$ cat config.mk
export PLATFORM = sky130hd
export DESIGN_NAME = spi_master_mode
export DESIGN_NICKNAME = d
export VERILOG_FILES = /design/src/rtl/spi_master_mode_pkg.sv /design/src/rtl/spi_master_mode_shift.sv /design/src/rtl/spi_master_mode.sv
export SDC_FILE = /design/constraint.sdc
export NUM_CORES = 1
export LEC_CHECK = 0
export BUFFER_PORTS_ARGS = -buffer_cell sky130_fd_sc_hd__buf_2
export CAP_MARGIN = 20
export CORE_ASPECT_RATIO = 0.5
export CORE_UTILIZATION = 49
export DETAILED_ROUTE_END_ITERATION = 6
export PLACE_DENSITY = 0.82
export SLEW_MARGIN = 20
export SYNTH_ARGS = -nofsm -noshare
export SYNTH_HDL_FRONTEND = slang
export SYNTH_SLANG_ARGS = --single-unit
$ cat constraint.sdc
create_clock -name clock -period 1.9 [get_ports clock]
set_input_delay 0.38 -clock clock [delete_from_list [all_inputs] [get_ports clock]]
set_output_delay 0.38 -clock clock [all_outputs]
set_load 0.02 [all_outputs]
$ cat src/rtl/spi_master_mode_pkg.sv
// Shared definitions for the bit-bang SPI master: FSM encodings and mode-bit positions.
package spi_master_mode_pkg;

    localparam logic [1:0] ST_IDLE  = 2'd0;
    localparam logic [1:0] ST_START = 2'd1;
    localparam logic [1:0] ST_SHIFT = 2'd2;
    localparam logic [1:0] ST_STOP  = 2'd3;

    // mode = {CPOL, CPHA}
    localparam int MODE_CPOL = 1;
    localparam int MODE_CPHA = 0;

endpackage

$ cat src/rtl/spi_master_mode_shift.sv
// W-bit shift register used for both TX and RX: the outgoing bit leaves one end while
// the sampled MISO bit enters the other; direction chooses MSB- or LSB-first.
module spi_shift #(
    parameter int W = 8
) (
    input  logic         clock,
    input  logic         reset,
    input  logic         load_i,
    input  logic [W-1:0] load_val_i,
    input  logic         shift_i,
    input  logic         bit_i,
    input  logic         lsb_i,
    output logic [W-1:0] shifted_o,
    output logic         top_o,
    output logic         next_o
);

    logic [W-1:0] data_q, data_d;

    always_comb begin
        shifted_o = lsb_i ? {bit_i, data_q[W-1:1]} : {data_q[W-2:0], bit_i};
        top_o     = lsb_i ? data_q[0] : data_q[W-1];
        next_o    = lsb_i ? data_q[1] : data_q[W-2];
        data_d    = data_q;
        if (load_i) begin
            data_d = load_val_i;
        end else if (shift_i) begin
            data_d = shifted_o;
        end
    end

    always_ff @(posedge clock) begin
        if (reset) begin
            data_q <= '0;
        end else begin
            data_q <= data_d;
        end
    end

endmodule

$ cat src/rtl/spi_master_mode.sv
// Bit-bang SPI master, all four modes, multi-CS, CS-held bursts, one half-period per step_i.
// Define SPI_MASTER_LSB_EN to add the lsb_i port for per-word LSB-first order.
//
// state    | meaning
// IDLE     | CS high, sclk at CPOL of last word, waiting for a word
// START    | CS asserted for one step; CPHA=0 has first bit on mosi
// SHIFT    | 2W sclk toggles, reload in place for a burst
// STOP     | CS still low for one step before release
module spi_master_mode
    import spi_master_mode_pkg::*;
#(
    parameter  int W        = 8,
    parameter  int CS_COUNT = 1,
    localparam int SW       = (CS_COUNT > 1) ? $clog2(CS_COUNT) : 1
) (
    input  logic                clock,
    input  logic                reset,
    input  logic                step_i,
    input  logic [W-1:0]        in_i,
    input  logic [SW-1:0]       sel_i,
    input  logic [1:0]          mode_i,
    output logic                get_o,
    input  logic                empty_i,
    output logic [W-1:0]        out_o,
    output logic                put_o,
    output logic [CS_COUNT-1:0] cs_n_o,
    output logic                sclk_o,
    output logic                mosi_o,
    input  logic                miso_i
`ifdef SPI_MASTER_LSB_EN
    ,
    input  logic                lsb_i
`endif
);

    localparam int             HW      = $clog2(2 * W);
    localparam logic [HW-1:0]  REM_TOP = HW'(2 * W - 1);

    logic [1:0]          state_q, state_d;
    logic [HW-1:0]       rem_q, rem_d;
    logic                cpol_q, cpol_d, cpha_q, cpha_d, lsb_q, lsb_d;
    logic [SW-1:0]       sel_q, sel_d;
    logic [CS_COUNT-1:0] cs_n_q, cs_n_d, cs_decode;
    logic                sclk_q, sclk_d, mosi_q, mosi_d, rx_bit_q, rx_bit_d, put_q, put_d;
    logic [W-1:0]        out_q, out_d;
    logic                lsb_sel, first_bit, burst_ok, leading;
    logic                sh_load, sh_shift, sh_in, sh_top, sh_next;
    logic [W-1:0]        sh_shifted;

`ifdef SPI_MASTER_LSB_EN
    assign lsb_sel = lsb_i;
`else
    assign lsb_sel = 1'b0;
`endif

    assign first_bit = lsb_sel ? in_i[0] : in_i[W-1];

    // A select beyond CS_COUNT decodes to no asserted line.
    always_comb begin
        for (int i = 0; i < CS_COUNT; i++) begin
            cs_decode[i] = (int'(sel_i) != i);
        end
    end

    spi_shift #(.W(W)) u_shift (
        .clock      (clock),
        .reset      (reset),
        .load_i     (sh_load),
        .load_val_i (in_i),
        .shift_i    (sh_shift),
        .bit_i      (sh_in),
        .lsb_i      (lsb_q),
        .shifted_o  (sh_shifted),
        .top_o      (sh_top),
        .next_o     (sh_next)
    );

    always_comb begin
        state_d  = state_q;
        rem_d    = rem_q;
        cpol_d   = cpol_q;
        cpha_d   = cpha_q;
        lsb_d    = lsb_q;
        sel_d    = sel_q;
        cs_n_d   = cs_n_q;
        sclk_d   = sclk_q;
        mosi_d   = mosi_q;
        rx_bit_d = rx_bit_q;
        put_d    = 1'b0;
        out_d    = out_q;
        get_o    = 1'b0;
        sh_load  = 1'b0;
        sh_shift = 1'b0;
        // CPHA=0 samples on the leading edge and shifts later; CPHA=1 shifts in on the sample edge.
        sh_in    = cpha_q ? miso_i : rx_bit_q;
        burst_ok = !empty_i && (sel_i == sel_q) && (mode_i == {cpol_q, cpha_q});
        // rem counts down from 2W-1, so odd rem marks a leading edge.
        leading  = rem_q[0];

        case (state_q)
            ST_IDLE: begin
                sclk_d = cpol_q;
                mosi_d = 1'b0;
                cs_n_d = '1;
                if (step_i && !empty_i) begin
                    get_o   = 1'b1;
                    sh_load = 1'b1;
                    cpol_d  = mode_i[MODE_CPOL];
                    cpha_d  = mode_i[MODE_CPHA];
                    lsb_d   = lsb_sel;
                    sel_d   = sel_i;
                    cs_n_d  = cs_decode;
                    sclk_d  = mode_i[MODE_CPOL];
                    mosi_d  = mode_i[MODE_CPHA] ? 1'b0 : first_bit;
                    state_d = ST_START;
                end
            end
            ST_START: begin
                if (step_i) begin
                    rem_d   = REM_TOP;
                    state_d = ST_SHIFT;
                end
            end
            ST_SHIFT: begin
                if (step_i) begin
                    sclk_d = !sclk_q;
                    rem_d  = rem_q - HW'(1);
                    if (leading) begin
                        if (cpha_q) mosi_d = sh_top;
                        else        rx_bit_d = miso_i;
                    end else begin
                        sh_shift = 1'b1;
                        if (!cpha_q) mosi_d = sh_next;
                    end
                    if (rem_q == '0) begin
                        put_d = 1'b1;
                        out_d = sh_shifted;
                        if (burst_ok) begin
                            get_o   = 1'b1;
                            sh_load = 1'b1;
                            lsb_d   = lsb_sel;
                            rem_d   = REM_TOP;
                            if (!cpha_q) mosi_d = first_bit;
                        end else begin
                            state_d = ST_STOP;
                        end
                    end
                end
            end
            ST_STOP: begin
                if (step_i) begin
                    cs_n_d  = '1;
                    mosi_d  = 1'b0;
                    state_d = ST_IDLE;
                end
            end
            default: state_d = ST_IDLE;
        endcase
    end

    always_ff @(posedge clock) begin
        if (reset) begin
            state_q  <= ST_IDLE;
            rem_q    <= '0;
            cpol_q   <= 1'b0;
            cpha_q   <= 1'b0;
            lsb_q    <= 1'b0;
            sel_q    <= '0;
            cs_n_q   <= '1;
            sclk_q   <= 1'b0;
            mosi_q   <= 1'b0;
            rx_bit_q <= 1'b0;
            put_q    <= 1'b0;
            out_q    <= '0;
        end else begin
            state_q  <= state_d;
            rem_q    <= rem_d;
            cpol_q   <= cpol_d;
            cpha_q   <= cpha_d;
            lsb_q    <= lsb_d;
            sel_q    <= sel_d;
            cs_n_q   <= cs_n_d;
            sclk_q   <= sclk_d;
            mosi_q   <= mosi_d;
            rx_bit_q <= rx_bit_d;
            put_q    <= put_d;
            out_q    <= out_d;
        end
    end

    assign cs_n_o = cs_n_q;
    assign sclk_o = sclk_q;
    assign mosi_o = mosi_q;
    assign put_o  = put_q;
    assign out_o  = out_q;

endmodule

==> impl_metrics.env <==
export IMPL_cts_tree="done"
export IMPL_r2r_start="state_q[0]$_SDFFE_PP0P_"
export IMPL_whs_endpoint="rx_bit_q$_SDFFE_PP0P_"
export IMPL_seq_area_um2=607
export IMPL_drive_above_1_share_pct=38.2
export IMPL_setup_violations=0
export IMPL_outcome="completed"
export IMPL_endpoint_kind="output port"
export IMPL_yosys_warnings=0
export IMPL_multi_input_area_um2=1030
export IMPL_core_rowCount=14
export IMPL_die_h_um=42.9
export IMPL_start_kind="register"
export IMPL_fin_hold_ws_ns=0.358
export IMPL_period_share_pct=98.1
export IMPL_area_delta_synth_final_pct=26.1
export IMPL_grt_pass1_vias=1285
export IMPL_port_buffers=28
export IMPL_htree_num_levels=2
export IMPL_place_ws_ns=0.0625
export IMPL_hold_violations=0
export IMPL_ios=29
export IMPL_cts_buffer_depth=2
export IMPL_synth_top_cell_area_share_pct=36.7
export IMPL_antenna_found_initial=0
export IMPL_hpwlAfterDp_um=2770
export IMPL_ys_ff_latch=30
export IMPL_fmax_mhz=536
export IMPL_r2r_end="u_shift.data_q[1]$_SDFFE_PP0P_"
export IMPL_syn_area_per_cell_um2=9.14
export IMPL_vias_per_cell=5.57
export IMPL_drt_initial_drc_count=87
export IMPL_setup_ws_ns=0.0359
export IMPL_synth_cell_area_um2=1640
export IMPL_ys_types=42
export IMPL_yosys_top_cells_area="dfxtp_1 (37%), mux2i_1 (8.6%), mux2_2 (7.6%)"
export IMPL_powerDensity_nw_per_um2=1180
export IMPL_fp_dieW_um=83.7
export IMPL_clock_skew_ns=0.00918
export IMPL_crit_type="reg -> out"
export IMPL_numClockSinks=30
export IMPL_min_path_cells=3
export IMPL_initial_utilization_pct=53.1
export IMPL_top_layer="met4"
export IMPL_layout_common_cells="buf_2 (27), dfxtp_1 (25), nor2_1 (20)"
export IMPL_core_area_um2=3080
export IMPL_ys_seq_area_share_pct=36.7
export IMPL_drt_met1_wl_um=1920
export IMPL_cap_violations=0
export IMPL_syn_inst=179
export IMPL_ir_drop_uv=595
export IMPL_drc_errors=0
export IMPL_grt_overflow=0
export IMPL_cp_max_fo=7
export IMPL_cp_arrival_ns=1.48
export IMPL_hold_start="miso_i"
export IMPL_ys_flop_type="dfxtp_1"
export IMPL_insertedDiodeCount=0
export IMPL_drt_wirelength_per_cell_um=15.6
export IMPL_async_reset_ff_share_pct=0
export IMPL_ant_nets=0
export IMPL_cp_cell_sequence="inv_2 > ha_4 > and2_4 > nand2_4 > o21ai_4 > buf_6"
export IMPL_period_needed_ns=1.86
export IMPL_final_common_cell="buf_2"
export IMPL_clk_pin_slew_worst_paths_ns=0.06
export IMPL_place_gp_congestion=0.926
export IMPL_worst_ep_required_time_ns=1.52
export IMPL_grt_max_degree=26
export IMPL_relSlewSlack_pct=72.9
export IMPL_met2_length_um=1790
export IMPL_reg2reg_slack_ns=0.14
export IMPL_drt_total_wl_um=4050
export IMPL_max_stage_delay_ns=0.35
export IMPL_yosysTopAreaCell="dfxtp_1"
export IMPL_fillers=240
export IMPL_cp_slowest_cell="dfxtp_2"
export IMPL_grtUsageTotal_pct=23.4
export IMPL_syn_num_nets=201
export IMPL_die_area_um2=3590
export IMPL_crit_path_start="state_q[0]$_SDFFE_PP0P_"
export IMPL_slew_violations=0
export IMPL_vias=1447
export IMPL_firstDrtPassIters=4
export IMPL_finalNetCount=241
export IMPL_hp_class="in -> reg"
export IMPL_cts_root_buffer="clkbuf_8"
export IMPL_ff2ff_path_depth=8
export IMPL_grt_pass1_wl_um=6330
export IMPL_synth_edff_count=0
export IMPL_cts_buffers=5
export IMPL_insertion_delay_ns=0.29
export IMPL_tightest_slew_ns=0.402
export IMPL_dr_wl_met3_um=292
export IMPL_p_leak_nw=0.934
[logic make-up after synthesis]
kind of cell               count (synthesis)  share of synthesized area [%]
and+or+nand+nor                           69                           23.7
xor gates and xnor gates                   3                           1.61
adders and majority gates                  6                           4.59
DFF                                       30                           36.7
muxes                                     25                           16.1
AOI/OAI and AO/OA                         30                           12.3
buffers and inverters                     16                           4.97
[routing by layer]
layer,track usage [%],up-vias
li1,-,710
met1,30.9,676
met2,34.3,54
met3,8.95,7
met4,9.49,0
met5,0,-
[worst max-delay path: cells and delay by family (launching register included)]
kind	cells	cell delay, ns
compound gates	1	0.18
fa+ha+maj	1	0.18
buf+inv	2	0.27
flops	1	0.35
simple gates	2	0.21
[cell usage after synthesis, types with 3 or more instances]
library cell and instances:
a211oi_1 4, a21oi_1 13, and2b_1 3, and2b_2 5, buf_4 3, clkbuf_1 5, dfxtp_1 30, ha_1 6
inv_1 6, mux2_2 11, mux2i_1 14, nand2_1 11, nand3_1 11, nor2_1 20, nor2b_1 3, o21ai_0 3
xnor2_1 3
[report_power, final]
group | internal [mW] | switching, mW | total (mW)
Combinational | 0.513 | 0.544 | 1.06
Clock | 0.292 | 0.244 | 0.536
Sequential | 0.728 | 0.113 | 0.841
Total | 1.53 | 0.901 | 2.43
[stage by stage]
step	total power, mW	util, %	setup TNS, ns	cell area [um2]	cells
6_report	2.43	67.0	0	2060	260
5_1_grt	2.56	67.0	-0.0112	2060	260
4_1_cts	2.32	64.9	0	2000	255
3_5_place_dp	1.74	61.0	0	1880	246
3_3_place_gp	1.70	61.0	0	1880	246
2_1_floorplan	1.50	-	-0.420	1690	179
[repair_timing]
| item | 4_1_cts | 5_1_grt |
|---|---|---|
| hold buffers | 0 | 0 |
| pin swaps | 1 | 3 |
| gates resized for setup | 8 | 7 |
| setup endpoints to repair | 1 | 1 |
| buffers inserted | 1 | 5 |
[flip-flops by register name (all words and copies together) (netlist names), 2 cells and up]
name            cells
state_q             2
u_shift.data_q      8
rem_q               4
out_o               8
[worst max path at each step]
stage	depth (start not counted)	slack (ns)	end
after floorplan	7	-0.05	u_shift.data_q[1]$_SDFFE_PP0P_
after global placement	6	0.13	u_shift.data_q[0]$_SDFFE_PP0P_
after detailed placement	7	0.06	u_shift.data_q[1]$_SDFFE_PP0P_
after CTS	6	0.01	get_o
after global routing	6	-0.01	get_o
final	6	0.04	get_o
[final cells by class]
type                    count  share of cell area, %
repair buffers             43                   12.5
multi-input cells         133                   50.0
clock buffers               7                   4.18
flip-flops and latches     30                   29.4
clock inverters             1                  0.242
inverters                   6                   1.21
well taps                  40                   2.42
No activity file was read; power rests on OpenSTA's default activity.
